### src/rtl/dart_pkg.sv
// =====================================================================
// dart_pkg - shared widths, turn constants and FSM encoding (rev 1.0)
// =====================================================================
`default_nettype none

package dart_pkg;
    localparam int PT_W           = 9;
    localparam int SCORE_W        = 6;
    localparam int POS_W          = 8;
    localparam int DARTS_PER_TURN = 3;

    typedef enum logic [2:0] {
        WAIT_DART = 3'd0,
        LOOKUP    = 3'd1,
        UPDATE    = 3'd2,
        DONE      = 3'd3,
        TURN_END  = 3'd4,
        GAP       = 3'd5,
        GAME_SET  = 3'd6
    } state_t;
endpackage

`default_nettype wire

### src/rtl/dart_bust_check.sv
// =====================================================================
// dart_bust_check - remaining-points / bust / win rule (rev 1.0)
// Double-out rule is enabled by defining DART_DOUBLE_OUT_EN.
// =====================================================================
`default_nettype none

module dart_bust_check
    import dart_pkg::*;
(
    input  logic [PT_W-1:0]    cur_pt,
    input  logic [SCORE_W-1:0] score,
    input  logic               dbl,
    output logic [PT_W-1:0]    rem,
    output logic               bust,
    output logic               win
);
    logic [PT_W-1:0] score_ext;
    logic            over;

    assign score_ext = {{(PT_W-SCORE_W){1'b0}}, score};
    // Compare before subtracting so rem never wraps.
    assign over      = score_ext > cur_pt;
    assign rem       = over ? cur_pt : cur_pt - score_ext;

`ifdef DART_DOUBLE_OUT_EN
    assign bust = over || (rem == PT_W'(1)) || ((rem == '0) && !dbl);
`else
    logic unused_dbl;
    assign unused_dbl = dbl;
    assign bust       = over;
`endif

    assign win = !bust && (rem == '0);
endmodule

`default_nettype wire

### src/rtl/dart_game_ctrl.sv
// =====================================================================
// dart_game_ctrl - two-player dart turn sequencer and scorekeeper (rev 1.0)
// Optional double-out rule: define DART_DOUBLE_OUT_EN.
// =====================================================================
`default_nettype none

module dart_game_ctrl
    import dart_pkg::*;
#(
    parameter int START_PT = 301,
    parameter int DART_GAP = 2
)(
    input  logic               clk,
    input  logic               reset,
    input  logic               dart_come_i,
    input  logic [POS_W-1:0]   dart_position_x_i,
    input  logic [POS_W-1:0]   dart_position_y_i,
    output logic               score_req_o,
    output logic [POS_W-1:0]   score_x_o,
    output logic [POS_W-1:0]   score_y_o,
    input  logic               score_ack_i,
    input  logic [SCORE_W-1:0] score_val_i,
    input  logic               score_dbl_i,
    output logic               player_1_done_o,
    output logic               player_2_done_o,
    output logic               player_1_win_o,
    output logic               player_2_win_o,
    output logic               game_set_o,
    output logic [PT_W-1:0]    player_1_pt_o,
    output logic [PT_W-1:0]    player_2_pt_o,
    output logic               cur_player_o,
    output logic [1:0]         dart_idx_o
);
    localparam int               GAP_W     = (DART_GAP > 1) ? $clog2(DART_GAP) : 1;
    localparam logic [GAP_W-1:0] GAP_LAST  = GAP_W'(DART_GAP - 1);
    localparam logic [PT_W-1:0]  START_VAL = PT_W'(START_PT);
    localparam logic [1:0]       LAST_IDX  = 2'(DARTS_PER_TURN - 1);

    state_t             state;
    logic [SCORE_W-1:0] score_q;
    logic               dbl_q;
    logic               bust_q;
    logic               win_q;
    logic [PT_W-1:0]    snapshot;
    logic [GAP_W-1:0]   gap_cnt;

    logic [PT_W-1:0]    cur_pt;
    logic [PT_W-1:0]    rem;
    logic [PT_W-1:0]    upd_pt;
    logic               bust;
    logic               win;

    assign cur_pt = cur_player_o ? player_2_pt_o : player_1_pt_o;
    assign upd_pt = bust ? snapshot : rem;

    dart_bust_check u_bust_check (
        .cur_pt (cur_pt),
        .score  (score_q),
        .dbl    (dbl_q),
        .rem    (rem),
        .bust   (bust),
        .win    (win)
    );

    always_ff @(posedge clk or negedge reset) begin
        if (!reset) begin
            state           <= WAIT_DART;
            score_req_o     <= 1'b0;
            score_x_o       <= '0;
            score_y_o       <= '0;
            score_q         <= '0;
            dbl_q           <= 1'b0;
            bust_q          <= 1'b0;
            win_q           <= 1'b0;
            snapshot        <= START_VAL;
            gap_cnt         <= '0;
            player_1_done_o <= 1'b0;
            player_2_done_o <= 1'b0;
            player_1_win_o  <= 1'b0;
            player_2_win_o  <= 1'b0;
            game_set_o      <= 1'b0;
            player_1_pt_o   <= START_VAL;
            player_2_pt_o   <= START_VAL;
            cur_player_o    <= 1'b0;
            dart_idx_o      <= '0;
        end else begin
            player_1_done_o <= 1'b0;
            player_2_done_o <= 1'b0;
            case (state)
                WAIT_DART: begin
                    if (dart_come_i) begin
                        score_x_o   <= dart_position_x_i;
                        score_y_o   <= dart_position_y_i;
                        score_req_o <= 1'b1;
                        state       <= LOOKUP;
                    end
                end
                LOOKUP: begin
                    if (score_ack_i) begin
                        score_q     <= score_val_i;
                        dbl_q       <= score_dbl_i;
                        score_req_o <= 1'b0;
                        state       <= UPDATE;
                    end
                end
                UPDATE: begin
                    // Points and the done pulse move together on this edge.
                    bust_q <= bust;
                    win_q  <= win;
                    if (cur_player_o) begin
                        player_2_pt_o   <= upd_pt;
                        player_2_done_o <= 1'b1;
                    end else begin
                        player_1_pt_o   <= upd_pt;
                        player_1_done_o <= 1'b1;
                    end
                    state <= DONE;
                end
                DONE: begin
                    if (win_q) begin
                        game_set_o <= 1'b1;
                        if (cur_player_o) player_2_win_o <= 1'b1;
                        else              player_1_win_o <= 1'b1;
                        state <= GAME_SET;
                    end else if (bust_q || (dart_idx_o == LAST_IDX)) begin
                        state <= TURN_END;
                    end else begin
                        dart_idx_o <= dart_idx_o + 2'd1;
                        gap_cnt    <= '0;
                        state      <= GAP;
                    end
                end
                TURN_END: begin
                    cur_player_o <= ~cur_player_o;
                    dart_idx_o   <= '0;
                    snapshot     <= cur_player_o ? player_1_pt_o : player_2_pt_o;
                    gap_cnt      <= '0;
                    state        <= GAP;
                end
                GAP: begin
                    if (gap_cnt == GAP_LAST) state <= WAIT_DART;
                    else                     gap_cnt <= gap_cnt + GAP_W'(1);
                end
                GAME_SET: state <= GAME_SET;
                default:  state <= WAIT_DART;
            endcase
        end
    end
endmodule

`default_nettype wire
### config.mk
export PLATFORM = sky130hd
export DESIGN_NAME = dart_game_ctrl
export DESIGN_NICKNAME = d
export VERILOG_FILES = /design/src/rtl/dart_pkg.sv /design/src/rtl/dart_bust_check.sv /design/src/rtl/dart_game_ctrl.sv
export SDC_FILE = /design/constraint.sdc
export NUM_CORES = 1
export LEC_CHECK = 0
export CORE_ASPECT_RATIO = 1.4
export CORE_MARGIN = 2
export CORE_UTILIZATION = 30
export DETAILED_ROUTE_END_ITERATION = 7
export SLEW_MARGIN = 30
export SYNTH_ARGS = -nofsm -noshare
export SYNTH_HDL_FRONTEND = slang
export SYNTH_HIERARCHICAL = 1
export SYNTH_SLANG_ARGS = --single-unit
export TNS_END_PERCENT = 1
### constraint.sdc
create_clock -name clk -period 4.1 [get_ports clk]
set_input_delay 0.615 -clock clk [delete_from_list [all_inputs] [get_ports clk]]
set_output_delay 0.615 -clock clk [all_outputs]
set_load 0.01 [all_outputs]
* Word level (Yosys, flattened, before mapping)
Index checks and enable logic that the tools add are counted.
** Storage, ports and cells
- RAM bits :: 0
- Register bits after elaboration :: 64
- Word-level logic and storage cells :: 78
- Memories :: 0
- Bits in read-only memories :: 0
- Output and inout port bits :: 43
- Bits in latches :: 0
- Input bits :: 27
** Operators by class
- Reductions and logical operators :: 19
- Bitwise gates (word level) :: 1
- Eq/ne operators :: 12
- Multipliers :: 0
- Divide/modulo/power cells :: 0
- Order comparisons :: 1
- Shift-type cells :: 0
- Multiplexer cells :: 24
- Add/sub/neg operators :: 3
** Operator list (count)
- $mux W9 :: 4
- $pmux W3 S7 :: 1
- $reduce_and A3 Y1 :: 6
- $mux W1 :: 10
- $ne A2 B2 Y1 const B :: 5
- $reduce_and A2 Y1 :: 5
- $eq A3 B3 Y1 const B :: 3
- $gt A6 B9 Y1 :: 1
- $logic_not A9 Y1 :: 1
- $mux W3 :: 3
- $sub A9 B6 Y9 :: 1
- $eq A3 B2 Y1 const B :: 2
- $mux W2 :: 3
- $pmux W2 S2 :: 1
- $reduce_bool A2 Y1 :: 2
- $eq A3 B1 Y1 const B :: 1
- $logic_not A3 Y1 :: 1
- $pmux W1 S3 :: 1
- $reduce_bool A3 Y1 :: 1
- $add A2 B1 Y2 const B :: 1
- $eq A2 B2 Y1 const B :: 1
- $pmux W1 S2 :: 1
- $add A1 B1 Y1 const B :: 1
- $logic_and A1 B1 Y1 :: 1
- 3 further kinds :: 3

* Depth between registers and ports, before layout
Gate-level depths: netlist (run 1).
- Depth after elaboration :: 5
- Depth in mapped cells :: 13
- Gate-level depth less buffers :: 11

* By module
Netlist (run 1), hierarchy kept.
** Modules (own cells, without submodules)
- dart_game_ctrl :: cells each 222, area an instance 2844.0 µm², seq. area each 1645.3 µm², times used 1
- dart_bust_check :: cells each 61, area an instance 495.5 µm², seq. area each 0.0 µm², times used 1

* Worst setup path before layout (run 1)
OpenSTA, ideal clock, no wires.
- Path kind :: reg-to-reg
- Start point :: register cur_player_o
- End point :: register player_1_pt_o[1]
- Required time :: 3.974 ns
- Arrival time :: 3.113 ns
- Period minus slack after synthesis :: 3.239 ns
- Library setup time :: 0.126 ns
- Cell stages (with the launch flop) :: 12
- Slack :: 0.861 ns
- Path buffers :: 3
- Cells stage by stage :: dfrtp_1 -> clkbuf_1 -> buf_2 -> mux2_2 -> ha_1 -> a21o_1 -> a21oi_1 -> nand2_2 -> a21boi_2 -> clkbuf_1 -> mux2i_1 -> a21oi_1
** On the way
- Word-level cells in the longest chain between the ends :: 4
- Elaborated cells between the ends (all ways) :: 7
- Those cells by class :: add/sub (1); order compare (1); mux (3); bitwise (1); reduce/logical (1)
** Ends and longest elaborated chain
- from (decl) :: line dart_game_ctrl.sv:31 : output logic cur_player_o,
- from (signal assigned) :: line dart_game_ctrl.sv:134 : cur_player_o <= ~cur_player_o;
- $mux W9 (*) :: line dart_game_ctrl.sv:53 : assign cur_pt = cur_player_o ? player_2_pt_o : player_1_pt_o;
- via cur_pt[3] :: line dart_game_ctrl.sv:47 : logic [PT_W-1:0] cur_pt;
- $gt A6 B9 Y1 (*) :: line dart_bust_check.sv:22 : assign over = score_ext > cur_pt;
- via bust :: line dart_game_ctrl.sv:50 : logic bust;
- $mux W9 :: line dart_bust_check.sv:23 : assign rem = over ? cur_pt : cur_pt - score_ext;
- $mux W9 (*) :: line dart_game_ctrl.sv:54 : assign upd_pt = bust ? snapshot : rem;
- to (signal assigned) :: line dart_game_ctrl.sv:114 : player_1_pt_o <= upd_pt;
- to (decl) :: line dart_game_ctrl.sv:29 : output logic [PT_W-1:0] player_1_pt_o,
Mark *: on every way through the listed nets, which the timed path passes. The rest lies on a longest branch.
A chain may end at the register's enable or synchronous reset.

* Worst setup path after layout (run 1)
- Start point :: register cur_player_o
- End point :: register win_q
** On the way
- Word-level cells in the longest chain between the ends :: 5
- Elaborated cells between the ends (all ways) :: 7
- Those cells by class :: add/sub (1); order compare (1); mux (2); reduce/logical (3)
** Ends and longest elaborated chain
- $mux W9 (*) :: line dart_game_ctrl.sv:53
- via cur_pt[4] :: line dart_game_ctrl.sv:47
- $sub A9 B6 Y9 / $gt A6 B9 Y1 (equally long branches) :: line dart_bust_check.sv:23, dart_bust_check.sv:22
- $mux W9 (*) :: line dart_bust_check.sv:23
- via rem[6] :: line dart_game_ctrl.sv:48 : logic [PT_W-1:0] rem;
- $logic_not A9 Y1 (*) :: line dart_bust_check.sv:33 : assign win = !bust && (rem == '0);
- $logic_and A1 B1 Y1 (*) :: line dart_bust_check.sv:33
- via win :: line dart_game_ctrl.sv:51 : logic win;
- to (signal assigned) :: line dart_game_ctrl.sv:109 : win_q <= win;
- to (decl) :: line dart_game_ctrl.sv:43 : logic win_q;
Marks and branches as above.

==> metrics.log, run 1 <==
[metrics] run status: complete, no violations
[metrics] fraction of layout cells with a size suffix above 1: 0.238
[metrics] critical path class: flip-flop to flip-flop
[metrics] leakage power of the design: around 1.9 nW
[metrics] port bufs: 68
[metrics] first-pass iteration count of the detailed router: 4
[metrics] Layout Skew: 0.00450 ns
[metrics] residual DRC count: 0
[metrics] Root Buffer: clkbuf_16
[metrics] Skew-Pair Late Insertion Delay: 0.34 ns
[metrics] filler-free cell count of the finished design: ~500
[metrics] clock edge transition at the registers on the reported setup and hold paths: 0.05 ns
[metrics] global-route wire length before repair: 11900 um
[metrics] part of the cycle the worst path needs: 0.789
[metrics] Sink Count: 64
[metrics] routed length per placed instance: 14.8 um
[metrics] total area of sequential cells: 0.00162 mm^2
[metrics] maximum number of buffers from clock root to sink: 2
[metrics] fin crit period: 3.24 ns
[metrics] number of global-route vias before repair: 2404
[metrics] last weighted congestion value of the routability-driven placer: 0.804
[metrics] io pins: 70
[metrics] critical path endpoint category: flip-flop
[metrics] Data required, critical path: between 4 and 5 ns
[metrics] Crit path arrival time: about 3.5 ns
[metrics] FP Rows: 45
[metrics] Min-Delay Path Class: input pin to async pin
[metrics] setup repair bufs after CTS: 0
[metrics] sum of negative setup slack: 0 ns
[metrics] power per standard cell area: 1010 mW/mm^2
[metrics] most common cell after layout, fill and taps aside: clkdlybuf4s50_1
[metrics] total routing resource utilization after global routing: 0.130
[metrics] VDD IR-drop max: ~0.00042 V
[metrics] remaining max-slew budget at the tightest pin: 0.611
[metrics] die area: 0.0119 mm^2
[metrics] Final HPWL DP: 5230 um
[metrics] pin count of the biggest net entering global routing: 40
[metrics] Chip Width: ~90 um
[metrics] worst-path fanout max: 16
[metrics] synthesis warning total: 6
[metrics] Antenna Diode Count: 0
[metrics] count of routing violations after the opening detailed-route iteration: between 100 and 150
[metrics] number of hold buffers added after CTS: 0
[metrics] die extent in y: 128 um
[metrics] Cell Area, Synth: 0.00330 mm^2
[metrics] number of antenna violations at the first check in global routing: 0
[metrics] Total Routed Length: around 7400 um
[metrics] combined area of the multi-input logic cells: around 0.0015 mm^2
[metrics] total setup violations reported at the end of the flow: 0
[metrics] final-report max-slew violation count: 0
[metrics] launching element type of the critical path: flip-flop
[metrics] count of fill cells added during filler insertion: 1042
[metrics] FMAX: 309 MHz
[metrics] Resize count post-CTS: 0
[metrics] synthesized instance count: 281
[metrics] transition time at the pin with the least slew margin: 0.583 ns
[metrics] setup repair after global routing missed its margin: false
[metrics] post-detailed-placement cell area: 0.00413 mm^2
[metrics] most frequent cells in the layout: clkdlybuf4s50_1, dfrtp_1, a21oi_1
[metrics] Core Area: 0.0108 mm^2
[metrics] number of placed cells counting well taps: 481
[metrics] CTS tree: yes
[metrics] CTS buffer count: 9
[metrics] antenna-violating nets left: 0
[metrics] Max H-tree Level: 3
[metrics] Syn Nets: around 320
[metrics] number of vias per cell after detailed routing: 4.75
[metrics] net count of the finished layout: 387
[metrics] Syn-to-layout area delta: 35.1%
[metrics] number of vias after detailed routing: 2364
[metrics] Initial Util: 0.306
[metrics] post-route cell area: 0.00446 mm^2
[metrics] mean post-synth cell area: 11.8 um^2
[metrics] gr ovfl total: 0
[metrics] number of failing hold endpoints at the final stage: 0
[metrics] MaxCap Viol Count: 0
-- path summary, 6_finish.rpt --
path | to | startpoint | slack (ns) | cells past startpoint
setup / recovery | win_q | cur_player_o | 0.86 | 9
min in group clk | game_set_o | game_set_o | 0.46 | 1
hold / removal | player_1_pt_o[6] | reset | 0.28 | 1
max in group asynchronous | player_2_pt_o[5] | reset | 2.88 | 2
hold reg to reg | game_set_o | game_set_o | 0.46 | 1
setup reg to reg | win_q | cur_player_o | 0.86 | 9
-- routing by layer --
layer,GRT usage,share of wire,vias up
met5,0,0,-
met4,0.0657,0.019,0
met3,0.0312,0.035,8
met2,0.215,0.51,39
met1,0.158,0.43,1177
li1,-,-,1140
-- through the flow --
stage | setup WS [ns] | power (mW) | hold WS (ns) | utilization
floorplan | 0.861 | 2.89 | 0.319 | -
global placement | 0.954 | 3.63 | 0.452 | 0.382
detailed placement | 0.841 | 3.70 | 0.451 | 0.382
CTS | 0.831 | 4.54 | 0.291 | 0.412
global route | 0.623 | 4.84 | 0.325 | 0.413
finish | 0.863 | 4.50 | 0.277 | 0.413
-- worst max-delay path, stage by stage, from the launching register on --
cell,delay (ns)
dfrtp_1,0.65
buf_12,0.23
mux2_2,0.37
ha_1,0.39
and4_1,0.20
o21ai_1,0.10
a2111oi_2,0.44
xor2_1,0.18
a2111oi_2,0.39
mux2_2,0.22
-- power by group --
part	switching [mW]	leakage (nW)	internal (mW)	total, mW
Combinational	1.18	0.961	1.25	2.43
Sequential	0.271	0.749	0.990	1.26
Clock	0.284	0.148	0.531	0.815
Total	1.73	1.86	2.77	4.50
-- flip-flops by register name (all words and copies together), names as in the netlist --
register and flops:
gap_cnt 1, cur_player_o 1, player_1_win_o 1, dart_idx_o 2
player_1_done_o 1, score_y_o 8, game_set_o 1, player_2_done_o 1
bust_q 1, win_q 1, player_2_win_o 1, player_1_pt_o 9
score_req_o 1, state 3, player_2_pt_o 9, snapshot 9
score_q 6, score_x_o 8
-- final cells by class --
cell class	instances	share of cell area
Clock inverter	7	0.0216
Sequential cell	64	0.363
Clock buffer	9	0.0505
Tap cell	141	0.0395
Timing Repair Buffer	76	0.168
Inverter	13	0.0109
Multi-Input combinational cell	188	0.346
Power figures use the tool's default switching activity.
==> run 2: changes to the inputs <==
==> constraint.sdc (replaced) <==
create_clock -name clk -period 2.8 [get_ports clk]
set_input_delay 0.42 -clock clk [delete_from_list [all_inputs] [get_ports clk]]
set_output_delay 0.42 -clock clk [all_outputs]
set_load 0.01 [all_outputs]
==> metrics.log, run 2 (synthesis results as in run 1) <==
[metrics] number of vias per cell after detailed routing: 4.65 (-2.0%)
[metrics] critical path class: flip-flop to flip-flop
[metrics] CTS tree: yes
[metrics] sum of negative setup slack: 0 ns (unchanged)
[metrics] MaxCap Viol Count: 0 (unchanged)
[metrics] Syn-to-layout area delta: 46.0%
[metrics] die extent in y: 128 um (unchanged)
[metrics] Max H-tree Level: 3 (unchanged)
[metrics] fin crit period: 2.71 ns (-0.532 ns)
[metrics] worst-path fanout max: 8 (-8)
[metrics] residual DRC count: 0 (unchanged)
[metrics] port bufs: 68 (unchanged)
[metrics] critical path endpoint category: flip-flop
[metrics] run status: complete, no violations
[metrics] VDD IR-drop max: 0.000595 V (+43%)
[metrics] number of vias after detailed routing: 2447 (+3.5%)
[metrics] part of the cycle the worst path needs: 0.966 (+0.177)
[metrics] most frequent cells in the layout: clkdlybuf4s50_1, dfrtp_1, a21oi_1
[metrics] count of fill cells added during filler insertion: 1013 (-2.8%)
[metrics] clock edge transition at the registers on the reported setup and hold paths: 0.05 ns (about the same)
[metrics] combined area of the multi-input logic cells: 0.00170 mm^2 (+9.8%)
[metrics] Layout Skew: 0.00528 ns (+0.000784 ns)
[metrics] total setup violations reported at the end of the flow: 0 (unchanged)
[metrics] Skew-Pair Late Insertion Delay: 0.33 ns (about the same)
[metrics] last weighted congestion value of the routability-driven placer: 0.800 (-0.45%)
[metrics] gr ovfl total: 0 (unchanged)
[metrics] largest registers in the final layout: player_1_pt_o (9), player_2_pt_o (9), snapshot (9)
[metrics] die area: 0.0119 mm^2 (unchanged)
[metrics] minimum setup slack among reg-to-reg paths: 0.09 ns (-0.77 ns)
[metrics] net count of the finished layout: 415 (+7.2%)
[metrics] FMAX: 370 MHz (+20%)
[metrics] Initial Util: 0.306 (unchanged)
[metrics] FP Rows: 45 (unchanged)
[metrics] power per standard cell area: 1560 mW/mm^2 (+54%)
[metrics] number of hold buffers added after CTS: 0 (unchanged)
[metrics] Sink Count: 64 (unchanged)
[metrics] number of global-route vias before repair: 2666 (+11%)
[metrics] Chip Width: 92.7 um (unchanged)
[metrics] fraction of layout cells with a size suffix above 1: 0.327 (+0.0892)
[metrics] pin count of the biggest net entering global routing: 42 (+5.0%)
[metrics] Data required, critical path: 3.00 ns (-1.37 ns)
[metrics] first-pass iteration count of the detailed router: 4 (unchanged)
[metrics] Root Buffer: clkbuf_16
[metrics] Total Routed Length: 7530 um (+2.4%)
[metrics] global-route wire length before repair: 12400 um (+4.5%)
[metrics] Antenna Diode Count: 0 (unchanged)
[metrics] io pins: 70 (unchanged)
[metrics] CTS buffer count: 9 (unchanged)
[metrics] Core Area: 0.0108 mm^2 (unchanged)
[metrics] number of failing hold endpoints at the final stage: 0 (unchanged)
[metrics] maximum number of buffers from clock root to sink: 2 (unchanged)
[metrics] final-report max-slew violation count: 0 (unchanged)
[metrics] launching element type of the critical path: flip-flop
[metrics] transition time at the pin with the least slew margin: 0.585 ns (+0.00122 ns)
[metrics] antenna-violating nets left: 0 (unchanged)
[metrics] Min-Delay Path Class: input pin to async pin
[metrics] Crit path arrival time: 2.91 ns (-0.60 ns)
[metrics] setup repair after global routing missed its margin: true
[metrics] total area of sequential cells: 0.00162 mm^2 (unchanged)
[metrics] utilization after layout: 0.446 (+0.0333)
[metrics] leakage power of the design: 2.04 nW (+9.6%)
[metrics] Final HPWL DP: 5380 um (+3.0%)
[metrics] routed length per placed instance: 14.3 um (-3.1%)
[metrics] count of routing violations after the opening detailed-route iteration: 86 (-15%)
[metrics] total routing resource utilization after global routing: 0.133 (+0.00310)
[metrics] most common cell after layout, fill and taps aside: clkdlybuf4s50_1
[metrics] number of antenna violations at the first check in global routing: 0 (unchanged)
[metrics] remaining max-slew budget at the tightest pin: 0.609 (-0.00246)
[metrics] Worst R2R Path Depth: 10 (+1)
run 2: report_power, final:
group / total [mW] / switching (mW) / internal [mW]
logic: 4.60 / 2.05 / 2.55
registers: 1.83 / 0.381 / 1.45
clock network: 1.08 / 0.374 / 0.708
run 2: what timing repair did:
item / CTS / global route
resized for setup: 4 / 20
setup endpoints to repair: 1 / 15
hold endpoints to repair: 0 / 0
setup buffers: 1 / 4
pin swaps: 2 / 11
run 2: metal layers:
layer	track usage	part of all wire	up-vias
met4	0.0640	0.021	0
li1	-	-	1202
met2	0.225	0.51	39
met5	0	0	-
met3	0.0294	0.031	12
met1	0.161	0.44	1194
run 2: path summary, 6_finish.rpt:
| path | to | start |
|---|---|---|
| worst max register to register | player_1_pt_o[4] | cur_player_o |
| max in group asynchronous | player_1_pt_o[2] | reset |
| min in group clk | player_2_win_o | player_2_win_o |
| worst max-delay path | player_1_pt_o[4] | cur_player_o |
| worst min-delay path | player_2_done_o | reset |
| worst min register to register | player_2_win_o | player_2_win_o |
run 2: layout make-up:
class / count / share of cell area
Clock buffer: 12 / 0.0511
Clock inverter: 4 / 0.00934
Inverter: 13 / 0.0101
Multi-Input combinational cell: 188 / 0.351
Sequential cell: 64 / 0.336
Tap cell: 141 / 0.0366
Timing Repair Buffer: 104 / 0.205
run 2: through the flow:
stage	cells	area, um^2	total power, mW	setup WS, ns	hold slack, ns
finish	526	4820	7.51	0.0947	0.0882
global placement	506	4360	5.88	0.0471	0.434
detailed placement	506	4360	5.99	-0.0299	0.443
global route	526	4820	8.07	-0.0148	0.130
floorplan	281	3340	4.30	-0.00745	0.124
CTS	523	4700	7.28	-0.0395	0.0910
run 2: critical path: stages, from the launching register on:
cell and delay (ns):
dfrtp_1 0.41, buf_12 0.16, mux2_4 0.32, ha_4 0.27, a21o_1 0.18, a21oi_1 0.17
nand2_2 0.12, a21boi_4 0.29, mux2_1 0.37, mux2i_1 0.19, a21oi_1 0.10
